### src/rtl/half_adder_reg.sv
// Bank of WIDTH independent half adders with a combinational path, a registered
// valid-qualified path and a saturating count of beats that produced any carry.
module half_adder_reg #(
  parameter int WIDTH     = 1,
  parameter int CNT_WIDTH = 8
) (
  input  logic                 clk,
  input  logic                 rst_n,
  input  logic [WIDTH-1:0]     a,
  input  logic [WIDTH-1:0]     b,
  input  logic                 in_valid,
  input  logic                 clr_cnt,
  output logic [WIDTH-1:0]     sum,
  output logic [WIDTH-1:0]     cout,
  output logic [WIDTH-1:0]     sum_q,
  output logic [WIDTH-1:0]     cout_q,
  output logic                 out_valid,
  output logic [CNT_WIDTH-1:0] carry_cnt
);

  localparam logic [CNT_WIDTH-1:0] CNT_MAX = {CNT_WIDTH{1'b1}};
  localparam logic [CNT_WIDTH-1:0] CNT_ONE = {{(CNT_WIDTH-1){1'b0}}, 1'b1};

  logic [WIDTH-1:0]     w_sum;
  logic [WIDTH-1:0]     w_cout;
  logic                 w_any_carry;
  logic [CNT_WIDTH-1:0] w_cnt_nxt;

  logic [WIDTH-1:0]     r_sum_q;
  logic [WIDTH-1:0]     r_cout_q;
  logic                 r_out_valid;
  logic [CNT_WIDTH-1:0] r_carry_cnt;

  function automatic logic any_set(input logic [WIDTH-1:0] v);
    any_set = |v;
  endfunction

  // Per-lane half add and next carry-count value; clear outranks increment.
  always_comb begin
    w_sum       = a ^ b;
    w_cout      = a & b;
    w_any_carry = any_set(w_cout);
    w_cnt_nxt   = r_carry_cnt;
    if (clr_cnt) begin
      w_cnt_nxt = {CNT_WIDTH{1'b0}};
    end else if (in_valid && w_any_carry && (r_carry_cnt != CNT_MAX)) begin
      w_cnt_nxt = r_carry_cnt + CNT_ONE;
    end else begin
      w_cnt_nxt = r_carry_cnt;
    end
  end

  // Capture accepted operands; idle cycles hold the result and drop valid.
  always_ff @(posedge clk or negedge rst_n) begin
    if (!rst_n) begin
      r_sum_q     <= {WIDTH{1'b0}};
      r_cout_q    <= {WIDTH{1'b0}};
      r_out_valid <= 1'b0;
    end else if (in_valid) begin
      r_sum_q     <= w_sum;
      r_cout_q    <= w_cout;
      r_out_valid <= 1'b1;
    end else begin
      r_sum_q     <= r_sum_q;
      r_cout_q    <= r_cout_q;
      r_out_valid <= 1'b0;
    end
  end

  // Saturating carry-event counter.
  always_ff @(posedge clk or negedge rst_n) begin
    if (!rst_n) begin
      r_carry_cnt <= {CNT_WIDTH{1'b0}};
    end else begin
      r_carry_cnt <= w_cnt_nxt;
    end
  end

  assign sum       = w_sum;
  assign cout      = w_cout;
  assign sum_q     = r_sum_q;
  assign cout_q    = r_cout_q;
  assign out_valid = r_out_valid;
  assign carry_cnt = r_carry_cnt;

endmodule

### config.mk
export PLATFORM = sky130hd
export DESIGN_NAME = half_adder_reg
export DESIGN_NICKNAME = d
export VERILOG_FILES = /design/src/rtl/half_adder_reg.sv
export SDC_FILE = /design/constraint.sdc
export NUM_CORES = 1
export LEC_CHECK = 0
export BUFFER_PORTS_ARGS = -buffer_cell sky130_fd_sc_hd__buf_2
export CAP_MARGIN = 20
export CORE_UTILIZATION = 43
export CTS_CLUSTER_DIAMETER = 40
export DETAILED_ROUTE_END_ITERATION = 12
export PLACE_DENSITY_LB_ADDON = 0.05
export SLEW_MARGIN = 20
export SYNTH_ARGS = -nofsm -noshare
export SYNTH_HDL_FRONTEND = slang
export SYNTH_SLANG_ARGS = --single-unit
### constraint.sdc
create_clock -name clk -period 1.2 [get_ports clk]
set_input_delay 0.12 -clock clk [delete_from_list [all_inputs] [get_ports clk]]
set_output_delay 0.12 -clock clk [all_outputs]
set_load 0.01 [all_outputs]
==> results of run 1 <==
[per-layer routing]
metal | track usage (%) | vias up
li1 | - | 289
met2 | 36.5 | 18
met1 | 31.1 | 283
met3 | 6.25 | 4
met4 | 16.4 | 0
met5 | 0 | -
[cells by family after synthesis]
logic type                 count (synthesis)  synth area share (%)
buffers and inverters                      4                  2.49
adders and majority gates                  2                  4.16
AOI/OAI and AO/OA                         12                  16.4
DFF                                       11                  45.7
muxes                                      3                  6.03
and+or+nand+nor                           23                  25.2
[sequential cells by signal, summed over array words and instances (netlist names)]
signal	count
carry_cnt	8
cout_q	1
sum_q	1
out_valid	1
[synth_stat cells, drive strengths merged]
master | count | area share [%]
dfrtp | 11 | 46
a211oi | 4 | 5.0
inv | 3 | 1.9
nand3 | 3 | 2.5
and3 | 2 | 3.7
ha | 2 | 4.2
mux2 | 2 | 4.4
nand2 | 2 | 1.2
nand2b | 2 | 2.1
nand4 | 2 | 2.1
nor3 | 2 | 1.7
nor3b | 2 | 2.5
nor4 | 2 | 2.1
o21ai | 2 | 1.7
o21bai | 2 | 2.5
a21oi | 1 | 0.83
a311oi | 1 | 1.5
a31oi | 1 | 3.5
a41oi | 1 | 1.5
and4 | 1 | 1.5
clkbuf | 1 | 0.62
mux2i | 1 | 1.7
nand4b | 1 | 1.5
nor2 | 1 | 0.62
nor2b | 1 | 1.0
nor4b | 1 | 1.5
or2b | 1 | 1.2
[power groups by stage]
| stage | clock, uW | sequential, uW | combinational (uW) |
|---|---|---|---|
| floorplan | 0 | 404 | 32.6 |
| global placement | 0 | 396 | 85.3 |
| detailed placement | 0 | 397 | 87.2 |
| CTS | 269 | 390 | 91.6 |
| global route | 287 | 391 | 104 |
| finish | 262 | 389 | 93.7 |
[worst min-delay path by stage]
stage / start / to / slack [ps]
3_5_place_dp: rst_n / carry_cnt[6] / 6
3_3_place_gp: rst_n / out_valid / 3
6_report: in_valid / out_valid / 50
5_1_grt: in_valid / out_valid / 40
4_1_cts: in_valid / out_valid / 40
2_1_floorplan: rst_n / carry_cnt[0] / -180
[cell type report]
cell class	count	area share, %
clock buffer	4	2.85
inverter	3	1.22
multi-input combinational	40	38.5
sequential	11	30.4
tap	15	2.04
timing repair buffer	34	25.0
[what timing repair did]
action                                  in CTS  in global routing
endpoints found under the hold margin       11                  0
resized for setup                            2                  9
hold buffers                                 1                  0
buffers inserted                             1                  3
endpoints found under the setup margin       5                  8
pin swaps                                    3                  4
[metrics by stage]
step	hold slack, ps	setup slack [ps]	utilization, %	instances
6_report	45.3	-57.0	70.9	107
5_1_grt	38.5	-119	70.9	107
4_1_cts	39.0	-29.7	66.2	104
3_5_place_dp	5.58	-42.4	62.0	98
3_3_place_gp	2.60	-33.5	62.0	98
2_1_floorplan	-176	-57.3	-	55
==> flow_summary.yaml, run 1 <==
worst_hold_path:
  min-delay-path-class: "primary input to register"
  worstHoldPathCells: 1
layout:
  area_of_the_multi_input_gates_um2: 355
  drive_gt1_share_pct: 56.5
  area.sequential_um2: 280
  design_area_um2: 922
  most-common-layout-cells: "sky130_fd_sc_hd__buf_2 (17), sky130_fd_sc_hd__buf_4 (12), sky130_fd_sc_hd__dfrtp_1 (7)"
  filler_cell_count: 113
  antenna_cells: 0
  synthToLayoutAreaGrowth_pct: 53.2
  mostFrequentLayoutCell: "sky130_fd_sc_hd__buf_2"
  nets: 101
placed_design:
  place.gp.congestion: 0.786
  placement.cell_area_um2: 807
  dpl.hpwl_um: 1060
  numPortBuffers: 18
cts:
  cts-root-buf: "sky130_fd_sc_hd__clkbuf_4"
  cts_max_path_buffers: 2
  cts_tree: "yes"
  clk_pin_slew_ps: 70
  clock_tree.htree_level_count: 1
  clkLatencyLatePin_ps: 280
  tritoncts_num_sinks: 11
  tritoncts.num_buffers: 3
power_and_ir_drop:
  p_sw_uw: 187
  power.share.sequential_pct: 52.3
  power.share.clock_pct: 35.2
  intPower_uw: 558
  power.share.switching_pct: 25.1
  ir_worst_vdd_mv: 0.446
  comb_power_share_pct: 12.6
  finalPower_uw: 745
  leakagePower_uw: 0.000405
  pwr_density_nw_per_um2: 808
floorplan:
  die_width_um: 39.4
  ioPinCount: 19
  initial_core_util_pct: 46.2
  core-area_um2: 1300
  row_count: 13
  fp.dieArea_um2: 1550
  floorplan.die.height_um: 39.4
worst_setup_path:
  startpoint: "carry_cnt[5]"
  reg2reg_from: "carry_cnt[5]"
  reg2reg_to: "carry_cnt[0]"
  cp_slowest_stage_delay_ps: 400
  cp-start-kind: "register"
  cp.buffers_inverters: 0
  cp.depth: 3
  crit_slowest_cell: "sky130_fd_sc_hd__dfrtp_2"
  cp_data_arrival_time_ps: 1420
  critical_path.endpoint_type: "register"
  crit_end: "carry_cnt[0]"
  timing_worst_setup_path_type: "register to register"
  critPathTopFamily: "flip-flops"
  crit_path_max_fanout: 5
  reg2reg_setup_slack_ps: -60
  crit_path_cell_trace: "and3_4 > a31oi_4 > mux2_4"
  worstPathRequired_ps: 1360
  reg2reg_depth: 3
routing:
  route.detailed.vias_per_inst: 5.55
  routedLengthMet1_um: 671
  post-route-drc-count: 0
  drtPass1Iterations: 4
  met2RoutedLength_um: 737
  drt-wirelength-per-cell_um: 14.3
  ant_nets: 0
  routed_wire_length_um: 1530
  routed.top_layer: "met4"
  detailedRoute.firstIterationViolations: 6
  detailroute.via_count: 594
  routed_wl_met3_um: 82
timing:
  timing.final.hold_violations: 0
  timing.final.max_slew_violations: 0
  worst_clock_skew_ps: 5.87
  setup_tns_ps: -117
  rsz0062_at_grt: "true"
  max_clock_freq_ghz: 0.796
  fin_crit_ps: 1260
  slew_headroom_pct: 79.8
  layout_worst_path_cycle_share_pct: 105
  layout_setup_ws_ps: -57.0
  worstMarginPinSlew_ps: 301
  setup_viol: 5
job:
  max_cap_violations: 0
global_route:
  maximum_number_of_pins_on_one_net_before_global_route_repair: 12
  gr-total-overflow: 0
  grt_resource_usage_total_pct: 24.6
  grt_pass1_wl_um: 2430
  first_global_vias: 540
  antenna_found_initial: 0
yosys:
  synthesis.nets: 63
  proportion_of_synthesized_chip_area_in_sequential_cells_pct: 45.7
  synth_cells: 55
  ys_types: 28
  syn_avg_cell_area_um2: 10.9
  yosys_warnings: 0
  syn_area_um2: 602
  yosys_register_bits: 11
outcome:
  violations_in_the_final_reports: "negative setup slack"
  run_status: "complete, but fails checks"
Note: power is estimated with default switching activity, not from simulation.
==> run 2, diff against run 1 <==
--- a/config.mk
+++ b/config.mk
@@ -11,6 +11,7 @@
 export CTS_CLUSTER_DIAMETER = 40
 export DETAILED_ROUTE_END_ITERATION = 12
 export PLACE_DENSITY_LB_ADDON = 0.05
+export REMOVE_ABC_BUFFERS = 1
 export SLEW_MARGIN = 20
 export SYNTH_ARGS = -nofsm -noshare
 export SYNTH_HDL_FRONTEND = slang
==> run 2 against run 1 <==
Against the previous run: the flow still finishes with violations (negative setup slack); combinational power is 2.7% lower; sequential share of layout area grew 0.38 points; first-iteration DRC count up 33%; global-route usage is 0.51 points lower; final cell count down 2.8%; clock power shrank 3%; utilization is 2.1 points lower; critical path type unchanged; critical endpoint unchanged; highest routed layer unchanged.
==> flow_summary.yaml, run 2 (synthesis gave the netlist of run 1 again) <==
power_and_ir_drop:
  leakagePower_uw: 0.000397
  p_sw_uw: 180
  finalPower_uw: 734
  pwr_density_nw_per_um2: 820
  power.share.sequential_pct: 52.9
  intPower_uw: 554
  ir_worst_vdd_mv: 0.891
  power.share.switching_pct: 24.5
  comb_power_share_pct: 12.4
  power.share.clock_pct: 34.7
timing:
  fin_hold_ws_ps: 48.8
  fin_crit_ps: 1230
  setup_tns_ps: -56.6
  setup_viol: 3
  layout_setup_ws_ps: -33.0
  worstMarginPinSlew_ps: 253
  rsz0062_at_grt: "true"
  slew_headroom_pct: 83.1
  layout_worst_path_cycle_share_pct: 103
  max_clock_freq_ghz: 0.811
  timing.final.hold_violations: 0
  worst_clock_skew_ps: 10.5
  timing.final.max_slew_violations: 0
worst_setup_path:
  reg2reg_to: "carry_cnt[0]"
  critPathTopFamily: "flip-flops"
  critical_path.endpoint_type: "register"
  reg2reg_depth: 3
  reg2reg_setup_slack_ps: -30
  cp.buffers_inverters: 0
  crit_path_cell_trace: "and3_4 > a31oi_4 > mux2_4"
  cp_data_arrival_time_ps: 1390
  crit_slowest_cell: "sky130_fd_sc_hd__dfrtp_1"
  crit_path_max_fanout: 4
  cp_slowest_stage_delay_ps: 400
  reg2reg_from: "carry_cnt[2]"
  worstPathRequired_ps: 1350
  timing_worst_setup_path_type: "register to register"
  cp-start-kind: "register"
global_route:
  groute.layer.met3.usage_pct: 10.2
  first_global_vias: 545
  grt_util_met2_pct: 40.2
  grt_resource_usage_total_pct: 24.1
  grt_busiest_layer: "met2"
  maximum_number_of_pins_on_one_net_before_global_route_repair: 12
  grt_pass1_wl_um: 2370
  global_route.usage.met1_pct: 27.4
  antenna_found_initial: 0
  gr-total-overflow: 0
outcome:
  violations_in_the_final_reports: "negative setup slack"
  run_status: "complete, but fails checks"
placed_design:
  dpl.hpwl_um: 1040
  place.gp.congestion: 0.729
  numPortBuffers: 18
  placement.cell_area_um2: 774
routing:
  route.detailed.vias_per_inst: 5.59
  post-route-drc-count: 0
  drtPass1Iterations: 4
  routed_wire_length_um: 1570
  ant_nets: 0
  detailroute.via_count: 581
  drt-wirelength-per-cell_um: 15.0
  detailedRoute.firstIterationViolations: 8
floorplan:
  core-area_um2: 1300
  floorplan.die.height_um: 39.4
  fp.dieArea_um2: 1550
  row_count: 13
  initial_core_util_pct: 46.2
  die_width_um: 39.4
  ioPinCount: 19
layout:
  antenna_cells: 0
  largest_reg_flops: 8
  design_area_um2: 895
  mostFrequentLayoutCell: "sky130_fd_sc_hd__buf_2"
  synthToLayoutAreaGrowth_pct: 48.6
  nets: 98
  filler_cell_count: 93
  drive_gt1_share_pct: 51.7
  most-common-layout-cells: "sky130_fd_sc_hd__buf_2 (18), sky130_fd_sc_hd__dfrtp_1 (11), sky130_fd_sc_hd__buf_4 (11)"
cts:
  tritoncts_num_sinks: 11
  clk_pin_slew_ps: 70
  cts-root-buf: "sky130_fd_sc_hd__clkbuf_4"
  clkLatencyLatePin_ps: 270
  tritoncts.num_buffers: 3
  clock_tree.htree_level_count: 1
  cts_max_path_buffers: 2
  cts_tree: "yes"
job:
  max_cap_violations: 0
worst_hold_path:
  holdPathEnd: "out_valid"
  worstHoldPathCells: 1
  holdCritStartpoint: "in_valid"
  min-delay-path-class: "primary input to register"
## run 2: layer usage
metal,share of wire [%],vias to the layer above
li1,-,282
met1,43,278
met2,51,17
met3,4.9,4
met4,1.3,0
met5,0,-
## run 2: worst max-delay path by stage
stage	depth (start not counted)	end	start	slack (ps)
after floorplan	4	carry_cnt[6]	carry_cnt[0]	-130
after global placement	4	carry_cnt[4]	carry_cnt[1]	-80
after detailed placement	4	carry_cnt[4]	carry_cnt[0]	-120
after CTS	3	carry_cnt[0]	carry_cnt[3]	-3
after global routing	4	carry_cnt[6]	carry_cnt[0]	-70
final	3	carry_cnt[0]	carry_cnt[2]	-30
## run 2: through the flow
step	utilization [%]	cells	setup slack (ps)
floorplan	-	54	-126
global placement	59.5	96	-76.6
detailed placement	59.5	96	-119
CTS	66.3	104	-3.22
global route	68.8	104	-70.6
finish	68.8	104	-33.0
## run 2: repair_timing
action	in CTS	in global routing
pin swaps	4	0
setup endpoints to repair	4	7
gates resized for setup	5	7
endpoints found under the hold margin	11	0
hold buffers	1	0
buffers inserted	3	0
## run 2: area by class of cell
class                      count  area (um^2)  share of cell area [%]
clock buffer                   4         26.3                    2.94
sequential                    11          275                    30.8
inverter                       3         11.3                    1.26
tap                           15         18.8                    2.10
multi-input combinational     40          369                    41.3
timing repair buffer          31          194                    21.7
## run 2: power by group through the flow
stage	logic [uW]	registers (uW)	clock network, uW
3_5_place_dp	84.0	394	0
5_1_grt	101	390	278
4_1_cts	89.5	388	262
2_1_floorplan	28.5	402	0
3_3_place_gp	82.7	394	0
6_report	91.2	388	254
## run 2: worst reg2reg max path: stages, from the launching register on
cell and delay (ps):
sky130_fd_sc_hd__dfrtp_1 400, sky130_fd_sc_hd__and3_4 180, sky130_fd_sc_hd__a31oi_4 220, sky130_fd_sc_hd__mux2_4 310
==> run 3, diff against run 2 <==
--- a/config.mk
+++ b/config.mk
@@ -10,6 +10,7 @@
 export CORE_UTILIZATION = 43
 export CTS_CLUSTER_DIAMETER = 40
 export DETAILED_ROUTE_END_ITERATION = 12
+export GPL_TIMING_DRIVEN = 0
 export PLACE_DENSITY_LB_ADDON = 0.05
 export REMOVE_ABC_BUFFERS = 1
 export SLEW_MARGIN = 20
==> run 3 against run 2 <==
Against the previous run: the flow still finishes with violations (negative setup slack); register-to-register slack about the same; sequential power about the same; final cell count decreased by 1.9%; hold slack got worse by 8.6 ps; critical path type unchanged; critical endpoint unchanged; largest cell class unchanged; highest routed layer unchanged.
==> flow_summary.yaml, run 3 (synthesis gave the netlist of run 1 again) <==
floorplan:
  ioPinCount: 19
  die_width_um: 39.4
  initial_core_util_pct: 46.2
  floorplan.die.height_um: 39.4
  core-area_um2: 1300
  fp.dieArea_um2: 1550
  row_count: 13
power_and_ir_drop:
  finalPower_uw: 739
  leakagePower_uw: 0.000382
  ir_worst_vdd_mv: 0.684
  pwr_density_nw_per_um2: 851
layout:
  most-common-layout-cells: "sky130_fd_sc_hd__buf_2 (18), sky130_fd_sc_hd__buf_4 (9), sky130_fd_sc_hd__dfrtp_1 (8)"
  drive_gt1_share_pct: 52.9
  mostFrequentLayoutCell: "sky130_fd_sc_hd__buf_2"
  synthToLayoutAreaGrowth_pct: 44.3
  antenna_cells: 0
  finish.utilization_pct: 66.7
  nets: 96
  largest_reg_flops: 8
routing:
  detailedRoute.firstIterationViolations: 20
  drtPass1Iterations: 3
  post-route-drc-count: 0
  detailroute.via_count: 571
  ant_nets: 0
  routed_wire_length_um: 1440
  route.detailed.vias_per_inst: 5.60
  drt-wirelength-per-cell_um: 14.1
timing:
  slew_headroom_pct: 83.8
  setup_viol: 4
  rsz0062_at_grt: "true"
  fin_hold_ws_ps: 40.1
  timing.final.max_slew_violations: 0
  worst_clock_skew_ps: 2.48
  worstMarginPinSlew_ps: 241
  layout_setup_ws_ps: -43.9
  fin_crit_ps: 1240
  max_clock_freq_ghz: 0.804
  timing.final.hold_violations: 0
  layout_worst_path_cycle_share_pct: 104
outcome:
  violations_in_the_final_reports: "negative setup slack"
  run_status: "complete, but fails checks"
worst_setup_path:
  cp_data_arrival_time_ps: 1410
  worstPathRequired_ps: 1370
  crit_path_max_fanout: 6
  timing_worst_setup_path_type: "register to register"
  cp-start-kind: "register"
  critical_path.endpoint_type: "register"
worst_hold_path:
  min-delay-path-class: "primary input to register"
cts:
  cts_max_path_buffers: 2
  tritoncts_num_sinks: 11
  cts-root-buf: "sky130_fd_sc_hd__clkbuf_4"
  tritoncts.num_buffers: 3
  clock_tree.htree_level_count: 1
  clkLatencyLatePin_ps: 280
  clk_pin_slew_ps: 80
  cts_tree: "yes"
placed_design:
  dpl.hpwl_um: 892
  place.gp.congestion: 0.730
  numPortBuffers: 18
global_route:
  grt_resource_usage_total_pct: 22.4
  gr-total-overflow: 0
  grt_pass1_wl_um: 2240
  maximum_number_of_pins_on_one_net_before_global_route_repair: 12
  antenna_found_initial: 0
  first_global_vias: 500
job:
  max_cap_violations: 0
-- run 3: cell types whose count changed in the layout (fill, tap and decap cells not counted), sizes merged --
cell,delta
buf,-2
clkbuf,-1
clkinv,+1
-- run 3: layout make-up --
| class | count | area [um^2] |
|---|---|---|
| clock inverter | 1 | 5.00 |
| clock buffer | 3 | 22.5 |
| multi-input combinational | 40 | 353 |
| fill | 111 | 433 |
| sequential | 11 | 279 |
| timing repair buffer | 29 | 179 |
| inverter | 3 | 11.3 |
| tap | 15 | 18.8 |
-- run 3: routing by layer --
layer | vias to the layer above | routed length [um] | share of wire, % | track usage (%)
met5 | - | 0 | 0 | 0
met4 | 0 | 23 | 1.6 | 12.9
met3 | 4 | 50 | 3.5 | 6.82
met2 | 10 | 683 | 47 | 32.8
met1 | 281 | 684 | 47 | 28.6
li1 | 276 | - | - | -
-- run 3: path summary, 6_finish.rpt --
check	start	endpoint	slack, ps	cells past startpoint
min	in_valid	out_valid	40	1
max	carry_cnt[1]	carry_cnt[0]	-40	3
min in group asynchronous	rst_n	carry_cnt[7]	230	2
min reg2reg	sum_q	sum_q	500	1
max reg2reg	carry_cnt[1]	carry_cnt[0]	-40	3
max in group asynchronous	rst_n	carry_cnt[1]	750	2
-- run 3: worst max-delay path, stage by stage, from the launching register on --
cell,delay [ps]
sky130_fd_sc_hd__dfrtp_2,450
sky130_fd_sc_hd__ha_4,200
sky130_fd_sc_hd__a31oi_4,160
sky130_fd_sc_hd__mux2_4,310
-- run 3: metrics by stage --
| step | instances | worst slack, ps | cell area (um^2) | TNS [ps] |
|---|---|---|---|---|
| after floorplan | 54 | -126 | 598 | -385 |
| after global placement | 87 | -187 | 707 | -721 |
| after detailed placement | 87 | -194 | 707 | -744 |
| after CTS | 102 | -22.6 | 841 | -63.9 |
| after global routing | 102 | -84.4 | 868 | -372 |
| final | 102 | -43.9 | 868 | -118 |
-- run 3: power breakdown --
| group | switching, uW | leakage, uW | internal (uW) | total (uW) |
|---|---|---|---|---|
| Combinational | 46.0 | 0.000222 | 41.1 | 87.1 |
| Clock | 138 | 0.0000177 | 124 | 262 |
| Sequential | 7.37 | 0.000143 | 382 | 390 |
-- run 3: timing repair --
item	4_1_cts	5_1_grt
buffers inserted	10	0
pin swaps	2	2
gates resized for setup	5	6
endpoints found under the hold margin	11	0
setup endpoints to repair	8	8
hold buffers	1	0
